`src/rtl/gun_input_port.sv`:
```
// Light-gun input port: 4 ms sample strobe, gun position/button capture with
// debounce, and a small read-only register window for the CPU input path.
module gun_input_port #(
  parameter int unsigned TICK_DIV = 48000,
  parameter int unsigned DEBOUNCE = 2
) (
  input  logic       clock_12,
  input  logic       reset,
  input  logic [5:0] gun_h,
  input  logic [5:0] gun_v,
  input  logic       btn_trigger,
  input  logic       btn_grenade,
  output logic       cnt_4ms_o,
  input  logic       cpu_rd,
  input  logic [1:0] cpu_addr,
  output logic [7:0] cpu_dout
);

  localparam logic [15:0] LAST    = 16'(TICK_DIV - 1);
  localparam logic [15:0] HALF    = 16'(TICK_DIV / 2);
  localparam logic [3:0]  DB_MASK = 4'((1 << DEBOUNCE) - 1);

  logic [15:0] count;
  logic [15:0] count_next;
  logic        tick;
  logic        cnt_4ms_q;

  logic [5:0]  sample_h;
  logic [5:0]  sample_v;
  logic [5:0]  shadow_v;
  logic [7:0]  seq;
  logic        new_flag;

  logic [1:0]  btn_raw;
  logic [3:0]  hist      [2];
  logic [3:0]  hist_next [2];
  logic [1:0]  btn_db;
  logic [1:0]  btn_db_next;

  logic        rd_h;
  logic        rd_flag;

  assign tick      = (count == LAST);
  assign btn_raw   = {btn_grenade, btn_trigger};
  assign rd_h      = cpu_rd && (cpu_addr == 2'd0);
  assign rd_flag   = cpu_rd && (cpu_addr == 2'd2);
  assign cnt_4ms_o = cnt_4ms_q;

  always_comb begin
    count_next = count + 16'd1;
    if (tick) count_next = '0;
  end

  // Square wave is registered from the next count so it is glitch-free and
  // still high exactly while count >= TICK_DIV/2.
  always_ff @(posedge clock_12 or posedge reset) begin
    if (reset) begin
      count     <= '0;
      cnt_4ms_q <= 1'b0;
    end else begin
      count     <= count_next;
      cnt_4ms_q <= (count_next >= HALF);
    end
  end

  // The window covers the last DEBOUNCE samples including the one taken now.
  always_comb begin
    for (int unsigned i = 0; i < 2; i++) begin
      hist_next[i]   = {hist[i][2:0], btn_raw[i]};
      btn_db_next[i] = btn_db[i];
      if (((hist_next[i] & DB_MASK) == DB_MASK) && !btn_db[i])
        btn_db_next[i] = 1'b1;
      else if (((hist_next[i] & DB_MASK) == 4'd0) && btn_db[i])
        btn_db_next[i] = 1'b0;
    end
  end

  always_ff @(posedge clock_12 or posedge reset) begin
    if (reset) begin
      sample_h <= '0;
      sample_v <= '0;
      seq      <= '0;
      hist[0]  <= '0;
      hist[1]  <= '0;
      btn_db   <= '0;
    end else if (tick) begin
      sample_h <= gun_h;
      sample_v <= gun_v;
      seq      <= seq + 8'd1;
      hist[0]  <= hist_next[0];
      hist[1]  <= hist_next[1];
      btn_db   <= btn_db_next;
    end
  end

  // A tick in the same cycle as an addr-2 read keeps the flag set.
  always_ff @(posedge clock_12 or posedge reset) begin
    if (reset)        new_flag <= 1'b0;
    else if (tick)    new_flag <= 1'b1;
    else if (rd_flag) new_flag <= 1'b0;
  end

  always_ff @(posedge clock_12 or posedge reset) begin
    if (reset)     shadow_v <= '0;
    else if (rd_h) shadow_v <= sample_v;
  end

  always_ff @(posedge clock_12 or posedge reset) begin
    if (reset) begin
      cpu_dout <= '0;
    end else if (cpu_rd) begin
      unique case (cpu_addr)
        2'd0: cpu_dout <= {2'b00, sample_h};
        2'd1: cpu_dout <= {2'b00, shadow_v};
        2'd2: cpu_dout <= {new_flag, 5'b0, btn_db[1], btn_db[0]};
        2'd3: cpu_dout <= seq;
      endcase
    end
  end

endmodule

```
`config.mk`:
```
export PLATFORM = sky130hd
export DESIGN_NAME = gun_input_port
export DESIGN_NICKNAME = d
export VERILOG_FILES = /design/src/rtl/gun_input_port.sv
export SDC_FILE = /design/constraint.sdc
export NUM_CORES = 1
export LEC_CHECK = 0
export ABC_AREA = 1
export CORE_MARGIN = 2
export CORE_UTILIZATION = 35
export DETAILED_ROUTE_END_ITERATION = 8
export GPL_ROUTABILITY_DRIVEN = 1
export PLACE_DENSITY = 0.54
export SLEW_MARGIN = 20
export SYNTH_ARGS = -nofsm -noshare
export SYNTH_HDL_FRONTEND = slang
export SYNTH_SLANG_ARGS = --single-unit
```
`constraint.sdc`:
```
create_clock -name clock_12 -period 3.9 [get_ports clock_12]
set_input_delay 0.78 -clock clock_12 [delete_from_list [all_inputs] [get_ports clock_12]]
set_output_delay 0.78 -clock clock_12 [all_outputs]
set_load 0.005 [all_outputs]
```
==> results.md <==
- IO Port Bufs: 27
- Min cycle time layout: ~2.0 ns
- Maximum number of pins on one net before global-route repair: between 50 and 60
- CTS resizes: 0
- CTS clk-pin slew, worst paths: roughly 0.090 ns
- Switching share of power: around a fifth
- GPL Wtd Cong: 0.861
- Clock Sinks: 56
- Outcome: finished, final reports clean
- Initial Util: between 30% and 40%
- Final max-slew violation count: 0
- Share of cells above drive strength 1: 8.09%
- CP startpoint kind: flop
- Hold path cells: 2
- First-pass GRT wire length: 9410 µm
- DRC viols: 0
- Max Fclk: approximately 500 MHz
- Static leakage: 1.47 nW
- Complex-gate fraction of the synthesized area: under 10%
- Net Switching: about 0.22 mW
- Initial antenna violation count: 0
- Worst Path Max Fanout: 24
- Flops & latches, synth: 56
- Crit-path cells: ha_1, nand2_1, nor2_1, nand2_1, nor2_2, buf_4, nor2_1, nand2_1, nand2_1, nand3_1, nand2_1, nand2_1, nand2_1
- Worst path most repeated cell: nand2_1
- Clk_lat worst skew: 0.31 ns
- GRT overflow: 0
- CP Depth: 13
- Hold Violations, Final: 0
- Adder-cell share of the synthesized area: less than 1%
- Req. time, crit path: between 4 and 5 ns
- Largest family of logic cells by synthesized area: simple AND/OR/NAND/NOR gates
- Crit path DAT: 2.22 ns
- Final setup vio count: 0
- Vias: 2076
- Seq pwr share: a little over half
- Layout Nets: 367
- Simple-Gate Fraction of Synth Area: between 20% and 30%
- Power density over cell area: about 340 nW/µm²
- Die height: between 90 and 100 µm
- # hold bufs at CTS: 0
- FP Rows: 31
- Num CTS Buffers: 5
- Post-CTS setup buffer count: 0
- CTS Root Cell: clkbuf_8
- RSZ-0062 raised after global routing: false
- Logic pwr share: 6.0%
- Unique masters post-synth: 29
- Hold Path Class: flop to flop
- Clk buf depth: 2
- Reg2reg path depth: 13
- Antenna cells: 0
- Max incr delay on CP: about 0.4 ns
- Final period util: slightly above 50%
- Buffers and inverters on the worst path: 1
- Die W: a little over 90 µm
- Part of the power in the clock network: between 30% and 40%
- Mux share of post-synthesis cell area: between 2 and 3%
- Routed Antenna Nets: 0
- Synth Area in XOR/XNOR: 3.26%
- CTS H-tree lvls: 2
- Area Overhead vs Synth: 19.3%
- CTS tree: yes
- Via/cell ratio: 4.67
- MaxCap Viol Count: 0
- Top delay family on crit path: simple AND/OR/NAND/NOR gates
- Synth warn: 0
- Hpwl dp: roughly 4000 µm
- Synthesized area: about 2700 µm²
- Min Hold Slack: approximately 0.48 ns
- Total GRT Usage: between 10% and 20%
- Mapped Nets: 336
- Syn Inst Count: between 300 and 400
- Fin Setup TNS: 0 ns
- CP max-delay cell: dfrtp_1
- DR WL/cell: about 12 µm
- Final Util: a little over two fifths
- Slew at the pin with the worst max-slew slack: 0.711 ns
- Drt initial violations: around 160
- Drt total wl: about 5500 µm
- Cell Count, Final, Fillers Out: ~450
- Dpl cells: approximately 440
- Syn_area_per_cell: approximately 8.5 µm²
- Skew final: approximately 0.011 ns
- Register area share after synthesis: between 50% and 60%
- Rel. slew slack: a little over half
- Core Area: between 7000 and 8000 µm²
- Critical setup path kind: flop to flop
- Internal Power: approximately 0.88 mW
- Io pins: 28
- Vias in the first global route: around 1.9k
- CP Capture Type: flop
- Die area: around 8400 µm²
- Peak VDD IR: about 0.00022 V
- Drt pass-1 iters: 4
## stage by stage
stage | total power [mW] | setup slack, ns | instance area (µm²)
after global routing | 1.14 | 1.64 | 3200
final | 1.09 | 1.88 | 3200
after detailed placement | 0.670 | 1.60 | 3070
after floorplan | 0.627 | 1.75 | 2680
after global placement | 0.670 | 1.61 | 3070
after CTS | 1.11 | 1.85 | 3200
## per-layer routing
layer	part of all wire [%]	GRT usage [%]	wire, µm
met5	0	0	0
met4	1.9	5.43	104
met3	4.5	2.66	245
met1	50	21.1	2740
met2	44	20.1	2410
## cell type report
cell class,count,area (µm²)
tap,99,124
timing repair buffer,29,285
multi-input combinational,215,1110
fill,751,4130
inverter,39,146
clock inverter,2,60.1
sequential,56,1400
clock buffer,5,68.8
## power by group through the flow
stage	logic, mW	clock network [mW]	registers, mW
6_report	0.0654	0.436	0.591
5_1_grt	0.0739	0.471	0.592
4_1_cts	0.0670	0.451	0.592
3_5_place_dp	0.0667	0	0.603
3_3_place_gp	0.0668	0	0.603
2_1_floorplan	0.0241	0	0.603
## final timing paths
| kind | startpoint | to | slack (ns) |
|---|---|---|---|
| worst max-delay path | count[0] | cnt_4ms_o | 1.88 |
| worst min-delay path | sample_v[4] | sample_v[4] | 0.48 |
| worst max register to register | count[0] | cnt_4ms_o | 1.88 |
| worst min register to register | sample_v[4] | sample_v[4] | 0.48 |
| min in group asynchronous | reset | btn_db[1] | 0.98 |
| max in group asynchronous | reset | cpu_dout[4] | 2.45 |
## synth_stat cells (all sizes together)
| cell type | instances | share of area [%] |
|---|---|---|
| a21oi | 1 | 0.19 |
| mux2 | 6 | 2.5 |
| or2 | 1 | 0.23 |
| a221oi | 5 | 1.6 |
| o31ai | 1 | 0.28 |
| xor2 | 9 | 2.9 |
| dfrtp | 56 | 52 |
| xnor2 | 1 | 0.33 |
| nand4 | 5 | 1.2 |
| o21ai | 13 | 2.4 |
| inv | 39 | 5.5 |
| o21a | 2 | 0.56 |
| nand3 | 16 | 3.0 |
| clkbuf | 3 | 0.42 |
| ha | 2 | 0.93 |
| nor3 | 3 | 1.4 |
| o221ai | 2 | 0.65 |
| buf | 2 | 0.37 |
| nor4 | 2 | 0.47 |
| a31oi | 1 | 0.23 |
| o311ai | 1 | 0.33 |
| nor2 | 42 | 6.5 |
| a32o | 2 | 0.75 |
| nand2 | 100 | 15 |
## worst reg2reg max path, stage by stage, from the launching register on
cell and delay (ns):
dfrtp_1 0.41, ha_1 0.21, nand2_1 0.08, nor2_1 0.27, nand2_1 0.11, nor2_2 0.10
buf_4 0.26, nor2_1 0.10, nand2_1 0.07, nand2_1 0.05, nand3_1 0.09, nand2_1 0.06
nand2_1 0.06, nand2_1 0.04
## cells by family (layout without fill, tap and decap cells)
family	Yosys count	count (layout)
fa+ha+maj	2	2
flops	56	56
mux	6	6
xor+xnor	10	10
compound gates	28	28
buf+inv	44	75
simple gates	169	169
## cells in the final DEF (no fill, tap or decap), drive strengths merged
| cell type | n |
|---|---|
| nand3 | 16 |
| mux2 | 6 |
| bufinv | 2 |
| o21a | 2 |
| dfrtp | 56 |
| nor4 | 2 |
| or2 | 1 |
| a21oi | 1 |
| nand2 | 100 |
| nor2 | 42 |
| o311ai | 1 |
| clkbuf | 5 |
| clkdlybuf4s50 | 27 |
| a31oi | 1 |
| a32o | 2 |
| a221oi | 5 |
| o21ai | 13 |
| nor3 | 3 |
| o31ai | 1 |
| ha | 2 |
| o221ai | 2 |
| xor2 | 9 |
| inv | 39 |
| nand4 | 5 |
| xnor2 | 1 |
| buf | 2 |
## sequential cells by signal, summed over array words and instances, names as in the netlist
register,flops
btn_db,2
sample_h,6
sample_v,6
cnt_4ms_o,1
shadow_v,6
hist,2
new_flag,1
count,16
cpu_dout,8
seq,8
No activity file was read; power rests on OpenSTA's default activity.
